$ cat config.mk
export PLATFORM = sky130hd
export DESIGN_NAME = divider
export DESIGN_NICKNAME = d
export VERILOG_FILES = /design/src/rtl/divider_pkg.sv /design/src/rtl/divider.sv
export VERILOG_INCLUDE_DIRS = /design/src /design/src/rtl
export SDC_FILE = /design/constraint.sdc
export NUM_CORES = 1
export LEC_CHECK = 0
export ABC_CLOCK_PERIOD_IN_PS = 3200
export BUFFER_PORTS_ARGS = -buffer_cell sky130_fd_sc_hd__buf_2
export CAP_MARGIN = 10
export CORE_ASPECT_RATIO = 1.1
export CORE_UTILIZATION = 50
export DETAILED_ROUTE_END_ITERATION = 7
export MAX_ROUTING_LAYER = met4
export PLACE_DENSITY_LB_ADDON = 0.1
export SETUP_SLACK_MARGIN = 0.5
export SLEW_MARGIN = 5
export SYNTH_ARGS = -nofsm -noshare
export SYNTH_HDL_FRONTEND = slang
export SYNTH_SLANG_ARGS = --single-unit
$ cat constraint.sdc
create_clock -name clk -period 3.2 [get_ports clk]
set_input_delay 0.64 -clock clk [delete_from_list [all_inputs] [get_ports clk]]
set_output_delay 0.64 -clock clk [all_outputs]
set_load 0.02 [all_outputs]
$ cat src/rtl/riscv_defines.vh
// Shared RISC-V core encodings for the M-extension multiply and divide units.
`ifndef RISCV_DEFINES_VH
`define RISCV_DEFINES_VH

`define MUL_OP_WIDTH 2
`define MUL_OP_MUL    2'b00
`define MUL_OP_MULH   2'b01
`define MUL_OP_MULHSU 2'b10
`define MUL_OP_MULHU  2'b11

`define DIV_OP_WIDTH 2
`define DIV_OP_DIV  2'b00
`define DIV_OP_DIVU 2'b01
`define DIV_OP_REM  2'b10
`define DIV_OP_REMU 2'b11

`endif

$ cat src/rtl/divider_pkg.sv
// Types, constants and operation-decode helpers for the iterative divider.
`include "riscv_defines.vh"

package divider_pkg;

    localparam int XLEN = 32;
    localparam int OP_W = `DIV_OP_WIDTH;

    localparam logic [OP_W-1:0] OP_DIV  = `DIV_OP_DIV;
    localparam logic [OP_W-1:0] OP_DIVU = `DIV_OP_DIVU;
    localparam logic [OP_W-1:0] OP_REM  = `DIV_OP_REM;
    localparam logic [OP_W-1:0] OP_REMU = `DIV_OP_REMU;

    localparam logic [XLEN-1:0] INT_MIN = {1'b1, {(XLEN-1){1'b0}}};

    typedef enum logic [4:0] {
        ST_IDLE = 5'b00001,
        ST_PREP = 5'b00010,
        ST_CALC = 5'b00100,
        ST_FIX  = 5'b01000,
        ST_DONE = 5'b10000
    } state_e;

    function automatic logic op_is_signed(input logic [OP_W-1:0] op);
        return (op == OP_DIV) || (op == OP_REM);
    endfunction

    function automatic logic op_is_rem(input logic [OP_W-1:0] op);
        return (op == OP_REM) || (op == OP_REMU);
    endfunction

    function automatic logic [XLEN-1:0] abs_if(input logic [XLEN-1:0] v, input logic en);
        return (en && v[XLEN-1]) ? -v : v;
    endfunction

endpackage

$ cat src/rtl/divider.sv
// Multi-cycle restoring divider for RISC-V DIV/DIVU/REM/REMU: one quotient bit
// per cycle through a single 33-bit subtractor, with a valid/ready handshake.
module divider
    import divider_pkg::*;
(
    input  logic            clk,
    input  logic            reset,
    input  logic [XLEN-1:0] dividend_op,
    input  logic [XLEN-1:0] divisor_op,
    input  logic [OP_W-1:0] DIVop,
    input  logic            valid,
    output logic [XLEN-1:0] result,
    output logic            ready
);

    state_e            state_q, state_d;
    logic [XLEN-1:0]   dividend_q, dividend_d;
    logic [XLEN-1:0]   divisor_q, divisor_d;
    logic [OP_W-1:0]   op_q, op_d;
    logic [XLEN-1:0]   rem_q, rem_d;
    logic [XLEN-1:0]   quo_q, quo_d;
    logic [4:0]        cnt_q, cnt_d;
    logic              quo_neg_q, quo_neg_d;
    logic              rem_neg_q, rem_neg_d;
    logic [XLEN-1:0]   result_q, result_d;
    logic              ready_q, ready_d;

    logic              signed_op;
    logic [XLEN:0]     shifted;
    logic [XLEN:0]     trial;
    logic              no_borrow;

    assign signed_op = op_is_signed(op_q);

    // The remainder stays below the divisor, so a set top bit after the shift
    // already guarantees the subtraction cannot borrow.
    assign shifted   = {rem_q, quo_q[XLEN-1]};
    assign trial     = shifted - {1'b0, divisor_q};
    assign no_borrow = shifted[XLEN] | ~trial[XLEN];

    always_comb begin
        // NOTE: every _d takes its _q value first, so no path through the case
        // leaves a signal unassigned and no latch is inferred.
        state_d    = state_q;
        dividend_d = dividend_q;
        divisor_d  = divisor_q;
        op_d       = op_q;
        rem_d      = rem_q;
        quo_d      = quo_q;
        cnt_d      = cnt_q;
        quo_neg_d  = quo_neg_q;
        rem_neg_d  = rem_neg_q;
        result_d   = result_q;
        ready_d    = 1'b0;

        case (state_q)
            ST_IDLE: begin
                if (valid) begin
                    dividend_d = dividend_op;
                    divisor_d  = divisor_op;
                    op_d       = DIVop;
                    state_d    = ST_PREP;
                end
            end
            ST_PREP: begin
                if (divisor_q == '0) begin
                    quo_d     = '1;
                    rem_d     = dividend_q;
                    quo_neg_d = 1'b0;
                    rem_neg_d = 1'b0;
                    state_d   = ST_FIX;
                end else if (signed_op && dividend_q == INT_MIN && divisor_q == '1) begin
                    quo_d     = INT_MIN;
                    rem_d     = '0;
                    quo_neg_d = 1'b0;
                    rem_neg_d = 1'b0;
                    state_d   = ST_FIX;
                end else begin
                    rem_d     = '0;
                    quo_d     = abs_if(dividend_q, signed_op);
                    divisor_d = abs_if(divisor_q, signed_op);
                    quo_neg_d = signed_op & (dividend_q[XLEN-1] ^ divisor_q[XLEN-1]);
                    rem_neg_d = signed_op & dividend_q[XLEN-1];
                    cnt_d     = 5'd31;
                    state_d   = ST_CALC;
                end
            end
            ST_CALC: begin
                quo_d = {quo_q[XLEN-2:0], no_borrow};
                rem_d = no_borrow ? trial[XLEN-1:0] : shifted[XLEN-1:0];
                if (cnt_q == 5'd0) begin
                    state_d = ST_FIX;
                end else begin
                    cnt_d = cnt_q - 5'd1;
                end
            end
            ST_FIX: begin
                if (op_is_rem(op_q)) begin
                    result_d = rem_neg_q ? -rem_q : rem_q;
                end else begin
                    result_d = quo_neg_q ? -quo_q : quo_q;
                end
                state_d = ST_DONE;
            end
            ST_DONE: begin
                if (!valid) begin
                    state_d = ST_IDLE;
                end else begin
                    ready_d = 1'b1;
                end
            end
            default: begin
                state_d = ST_IDLE;
            end
        endcase
    end

    // NOTE: state is only ever written with non-blocking assignments here, so
    // every flop samples the settled _d values of the same edge.
    always_ff @(posedge clk) begin
        if (reset) begin
            state_q    <= ST_IDLE;
            dividend_q <= '0;
            divisor_q  <= '0;
            op_q       <= '0;
            rem_q      <= '0;
            quo_q      <= '0;
            cnt_q      <= '0;
            quo_neg_q  <= 1'b0;
            rem_neg_q  <= 1'b0;
            result_q   <= '0;
            ready_q    <= 1'b0;
        end else begin
            state_q    <= state_d;
            dividend_q <= dividend_d;
            divisor_q  <= divisor_d;
            op_q       <= op_d;
            rem_q      <= rem_d;
            quo_q      <= quo_d;
            cnt_q      <= cnt_d;
            quo_neg_q  <= quo_neg_d;
            rem_neg_q  <= rem_neg_d;
            result_q   <= result_d;
            ready_q    <= ready_d;
        end
    end

    assign result = result_q;
    assign ready  = ready_q;

endmodule

==> results of run 1 <==
-- metal layers --
metal  wire length (um)  global-route usage  vias to the layer above  share of wire
met4               2040               0.176                        0          0.049
li1                   -                   -                     5987              -
met1              17500               0.453                     5978           0.42
met3               3600              0.0556                      124          0.086
met2              18900               0.547                      636           0.45
met5                  0                   -                        -              0
-- layout by cell type (no fill, tap or decap), types with 25 or more instances in the layout --
cell type  Yosys  final
nor3_1        53     50
buf_4          2     99
xnor2_1       64     63
o211ai_1      36     36
xor2_1        50     50
a21oi_1      185    172
dfxtp_1      175    145
o21ai_0      103     86
buf_2          7    101
nor2_1       137    131
inv_1         50     44
ha_1          39     25
nand2_1      196    194
-- where the power goes --
part	internal [W]	switching [W]
Clock	0.00113	0.00109
Sequential	0.00241	0.000384
Combinational	0.00208	0.00279
-- cell type report --
cell class	instances	area, um2
clock inverter	15	185
tap	300	375
multi-input combinational	1233	8270
sequential	175	3560
fill	2019	8170
timing repair buffer	222	1610
clock buffer	17	425
inverter	50	188
-- through the flow --
stage	setup slack [ns]	std cells
final	0.229	2012
after global routing	0.193	2012
after CTS	0.331	2001
after detailed placement	0.203	1941
after global placement	0.236	1941
after floorplan	0.500	1555
-- what timing repair did --
action,in CTS,in global routing
hold endpoints to repair,0,0
cloned,5,1
setup endpoints to repair,93,94
gates resized for setup,122,81
pin swaps,38,48
buffers inserted,23,10
-- cell families (layout without fill, tap and decap cells) --
| family | after synthesis | in the layout |
|---|---|---|
| muxes | 7 | 7 |
| adders and majority gates | 40 | 40 |
| and+or+nand+nor | 534 | 534 |
| AOI/OAI and AO/OA | 538 | 538 |
| DFF | 175 | 175 |
| xor gates and xnor gates | 114 | 114 |
| buffers and inverters | 147 | 304 |
-- cell usage after synthesis (6+ instances only) --
master and number:
a21oi_1 185, xor2_1 50, dfxtp_1 175, o211a_1 7, nand4_1 22, nand2b_1 8
o21ai_0 103, a221oi_1 25, nor2b_1 8, a22o_1 9, o211ai_1 36, nor3_1 53
ha_1 39, clkbuf_1 84, o31ai_1 21, o41ai_1 13, o21bai_1 6, nor2_1 137
a22oi_1 6, or4_1 10, nand3_1 24, or3_1 15, o22ai_1 18, a311oi_1 7
o22a_1 10, a31oi_1 7, xnor2_1 64, a211oi_1 24, nand2_1 196, nor4_1 16
a21o_1 21, mux2i_1 6, inv_1 50, buf_2 7, and3_1 13
-- worst max-delay path, delay by kind of cell (launching register included) --
kind                     cells  cell delay (ns)
AO/OA/AOI/OAI                7             1.55
AND/OR/NAND/NOR              2             0.21
flip-flops                   1             0.42
buffers and inverters        3             0.41
adder cells (fa/ha/maj)      1             0.24
-- flip-flops by register name (all words and copies together), names as in the netlist --
register	count
dividend_q	32
divisor_q	32
quo_q	32
rem_q	32
result	32
cnt_q	5
state_q	5
op_q	2
quo_neg_q	1
ready	1
rem_neg_q	1
-- worst max path at each step --
stage	from	end	slack, ns	depth (start not counted)
after floorplan	rem_q[6]	result[31]	0.50	9
after global placement	divisor_q[0]	rem_q[30]	0.24	12
after detailed placement	divisor_q[0]	rem_q[30]	0.20	12
after CTS	rem_q[6]	result[26]	0.33	9
after global routing	divisor_q[0]	rem_q[0]	0.19	14
final	rem_q[1]	rem_q[26]	0.23	13
==> flow_summary.json, run 1 <==
{
  "finalCritPeriodShare": 0.928,
  "leakage_nw": 5.95,
  "wl_per_cell_um": 20.9,
  "synth_top_family_by_area": "compound AO/OA/AOI/OAI gates",
  "min_path_cells": 3,
  "numCtsBuffers": 17,
  "cp-start-kind": "flop",
  "die_w_um": 147,
  "synth_nets": 1664,
  "synth_top_area_share": 0.302,
  "maxSlewViolCount": 0,
  "synth_area_um2": 11600,
  "drt-total-wl_um": 42000,
  "cts.sinks": 175,
  "synth_cells": 1555,
  "ys_seq_area_frac": 0.302,
  "hold_ws_ns": 0.411,
  "worstMarginPinSlew_ns": 0.831,
  "final_nets": 1808,
  "die_area_um2": 23800,
  "synthArstFlopShare": 0,
  "synth-seq-cells": 175,
  "yosys.area_share.simple": 0.215,
  "final.setup_skew_ns": 0.0229,
  "die_h_um": 162,
  "dp_hpwl_um": 29900,
  "drive_gt1_frac": 0.248,
  "gr-usage-all-layers": 0.355,
  "end_kind": "flop",
  "synth-edff-count": 0,
  "cap_violations": 0,
  "antenna_left": 0,
  "grt_max_degree": 140,
  "synth-xor-area-share": 0.0860,
  "crit_required_ns": 3.52,
  "antenna_found_initial": 0,
  "path_cells": "ha_4 -> nor2b_2 -> o31a_1 -> o211a_1 -> a31oi_4 -> o21ai_4 -> buf_6 -> buf_6 -> a21oi_4 -> buf_6 -> nor2_1 -> o211ai_1 -> o31ai_1",
  "synth_area_leader_cell": "dfxtp_1",
  "fin_crit_ns": 2.97,
  "synth_warnings": 0,
  "start_util": 0.509,
  "cpPeakStageDelay_ns": 0.42,
  "synth_ff_type": "dfxtp_1",
  "timing.rr.end": "rem_q[26]",
  "p_per_area_nw_per_um2": 676,
  "synth-compound-area-share": 0.299,
  "crit_slowest_cell": "dfxtp_2",
  "htreeDepth": 4,
  "diodes": 0,
  "hp-class": "input pin to flop",
  "rows": 58,
  "path_clk_slew_ns": 0.08,
  "cts_hold_repair.buffers": 0,
  "root_buffer": "clkbuf_16",
  "final_hold_viol_count": 0,
  "synth_cell_types": 79,
  "peakVddDrop_mv": 0.393,
  "core_area_um2": 22800,
  "hold_path_startpoint": "dividend_op[8]",
  "clk_path_buf_depth": 2,
  "dr_total_vias": 12700,
  "num_io_pins": 102,
  "final_area_um2": 14600,
  "rrSetupSlack_ns": 0.23,
  "syn_avg_cell_area_um2": 7.46,
  "utilization": 0.642,
  "clk_latency_ns": 0.46,
  "dpl-instance-area_um2": 12900,
  "r2r_start": "rem_q[1]",
  "finalSetupViolations": 0,
  "tns_ns": 0,
  "r2r_cells": 13,
  "power_w": 0.00988,
  "slew-limit-headroom": 0.445,
  "synthAdderAreaFrac": 0.0438,
  "rsz0062_at_grt": "yes",
  "synth_area_leaders": "dfxtp_1 30%, a21oi_1 8.0%, nand2_1 6.3%",
  "vias_per_cell": 6.32,
  "fmax_ghz": 0.337,
  "gp_congestion": 0.974,
  "drtIter0Drc": 1026,
  "muxShareOfSynthArea": 0.00614,
  "io_buffers": 101,
  "syn_to_final_growth_pct": 26.0,
  "min_delay_worst_endpoint": "dividend_q[8]",
  "dr.pass1.iters": 6,
  "cts_tree": "built",
  "path_common_cell": "buf_6",
  "crit_type": "flop to flop",
  "overflow": 0,
  "cp_data_arrival_time_ns": 3.29,
  "grt_pass1_vias": 11500,
  "drc": 0,
  "grt_pass1_wl_um": 64500,
  "status": "complete, no violations",
  "crit_fanout": 8
}
No activity file was read; power rests on OpenSTA's default activity.
==> run 2: changes to the inputs <==
==> constraint.sdc (replaced) <==
create_clock -name clk -period 3.2 [get_ports clk]
set_input_delay 0.16 -clock clk [delete_from_list [all_inputs] [get_ports clk]]
set_output_delay 0.16 -clock clk [all_outputs]
set_load 0.02 [all_outputs]
==> flow_summary.json, run 2 (synthesized netlist as in run 1, its figures left out) <==
{
  "dp_hpwl_um": 30100,
  "drtIter0Drc": 1234,
  "diodes": 0,
  "rsz0062_at_grt": "yes",
  "rrSetupSlack_ns": 0.29,
  "dp_cells": 1951,
  "cp_data_arrival_time_ns": 3.24,
  "maxSlewViolCount": 0,
  "drive_gt1_frac": 0.255,
  "switchingPower_w": 0.00437,
  "antenna_found_initial": 0,
  "grt_use_met1": 0.467,
  "grt_pass1_vias": 11800,
  "final_area_um2": 15600,
  "cts_tree": "built",
  "die_h_um": 162,
  "peakVddDrop_mv": 0.430,
  "final_nets": 1875,
  "internal_power_w": 0.00603,
  "gp_congestion": 1.00,
  "dpl-instance-area_um2": 13000,
  "gr-usage-all-layers": 0.363,
  "slew-limit-headroom": 0.268,
  "finalSetupViolations": 0,
  "drc": 0,
  "numCtsBuffers": 17,
  "multi_input_area_um2": 8460,
  "crit_type": "flop to flop",
  "final_cell_mix": "192 x nand2_1, 170 x a21oi_1, 150 x dfxtp_1, 130 x nor2_1, 115 x buf_4",
  "r2r_cells": 14,
  "dr.pass1.iters": 5,
  "cpPeakStageDelay_ns": 0.37,
  "antenna_left": 0,
  "clk_latency_ns": 0.45,
  "cap_violations": 0,
  "die_area_um2": 23800,
  "busiest_layer": "met2",
  "power_frac_comb": 0.503,
  "final_common_cell": "nand2_1",
  "met3_usage": 0.0525,
  "r2r_start": "quo_q[31]",
  "fill_cells": 1927,
  "htreeDepth": 4,
  "p_seq_frac": 0.268,
  "die_w_um": 147,
  "crit_required_ns": 3.52,
  "hp-class": "input pin to flop",
  "vias_per_cell": 6.26,
  "root_buffer": "clkbuf_16",
  "grt_max_degree": 62,
  "path_cells": "inv_2 -> ha_4 -> fa_2 -> nor2b_4 -> o31a_1 -> o211a_1 -> a31oi_4 -> o21ai_4 -> o21ai_4 -> buf_12 -> buf_16 -> buf_12 -> a221oi_2 -> a31oi_1",
  "p_per_area_nw_per_um2": 668,
  "pwr-share-clk": 0.230,
  "worstMarginPinSlew_ns": 1.10,
  "start_util": 0.509,
  "cp-start-kind": "flop",
  "regArea_um2": 3550,
  "crit_fanout": 6,
  "fmax_ghz": 0.343,
  "core_area_um2": 22800,
  "setup.worst_path.end": "rem_q[25]",
  "num_io_pins": 102,
  "end_kind": "flop",
  "timing.rr.end": "rem_q[25]",
  "status": "complete, but fails checks",
  "clk_path_buf_depth": 2,
  "stdcell_count": 2079,
  "swShare": 0.420,
  "tns_ns": 0,
  "drt-total-wl_um": 43400,
  "crit_slowest_cell": "fa_2",
  "critPathLaunch": "quo_q[31]",
  "wl_per_cell_um": 20.9,
  "grt_pass1_wl_um": 66000,
  "gr-usage-met2": 0.562,
  "cts.sinks": 175,
  "violations": "negative hold slack",
  "hold_ws_ns": -0.0101,
  "syn_to_final_growth_pct": 34.1,
  "finalCritPeriodShare": 0.910,
  "final.setup_skew_ns": 0.0191,
  "io_buffers": 101,
  "leakage_nw": 6.37,
  "final_hold_viol_count": 1,
  "overflow": 0,
  "fin_crit_ns": 2.91,
  "path_clk_slew_ns": 0.08,
  "dr_total_vias": 13000,
  "rows": 58
}
-- run 2: worst min-delay path by stage --
stage                     slack (ns)  cells past startpoint            start        endpoint
after floorplan                 0.30                      2  dividend_op[29]  dividend_q[29]
after global placement          0.40                      3  dividend_op[20]  dividend_q[20]
after detailed placement        0.41                      3  dividend_op[29]  dividend_q[29]
after CTS                     0.0005                      3   divisor_op[13]   divisor_q[13]
after global routing           0.007                      3  dividend_op[14]  dividend_q[14]
final                          -0.01                      3    divisor_op[5]    divisor_q[5]
-- run 2: layout make-up --
| class | instances | share of cell area |
|---|---|---|
| multi-input combinational | 1233 | 0.544 |
| sequential | 175 | 0.228 |
| timing repair buffer | 289 | 0.150 |
| clock buffer | 18 | 0.0276 |
| tap | 300 | 0.0241 |
| clock inverter | 14 | 0.0145 |
| inverter | 50 | 0.0122 |
-- run 2: worst max-delay path, delay by kind of cell, from the launching register on --
kind	cells	cell delay [ns]
simple gates	1	0.14
buf+inv	4	0.49
flops	1	0.34
compound gates	7	1.30
fa+ha+maj	2	0.53
-- run 2: what timing repair did --
item,in CTS,in global routing
setup buffers,27,16
gates resized for setup,125,97
setup endpoints to repair,84,96
hold endpoints to repair,45,1
gates cloned,5,2
pin swaps,45,59
hold buffers,45,1
-- run 2: power groups by stage --
| stage | Clock [W] | Combinational, W | Sequential, W |
|---|---|---|---|
| finish | 0.00239 | 0.00522 | 0.00278 |
| global route | 0.00249 | 0.00559 | 0.00281 |
| CTS | 0.00239 | 0.00469 | 0.00274 |
| detailed placement | 0 | 0.00399 | 0.00278 |
| global placement | 0 | 0.00396 | 0.00277 |
| floorplan | 0 | 0.00289 | 0.00267 |
-- run 2: layer usage --
layer | share of wire | vias to the layer above
met3 | 0.082 | 135
li1 | - | 6129
met5 | 0 | -
met2 | 0.46 | 663
met1 | 0.41 | 6093
met4 | 0.048 | 0
-- run 2: per-stage QoR --
step                power (W)  setup WS (ns)  utilization  hold WS [ns]
floorplan             0.00556          0.500            -         0.296
global placement      0.00673          0.210        0.569         0.402
detailed placement    0.00677          0.173        0.569         0.406
CTS                   0.00982          0.333        0.655      0.000459
global route           0.0109          0.228        0.683       0.00716
finish                 0.0104          0.288        0.683       -0.0101
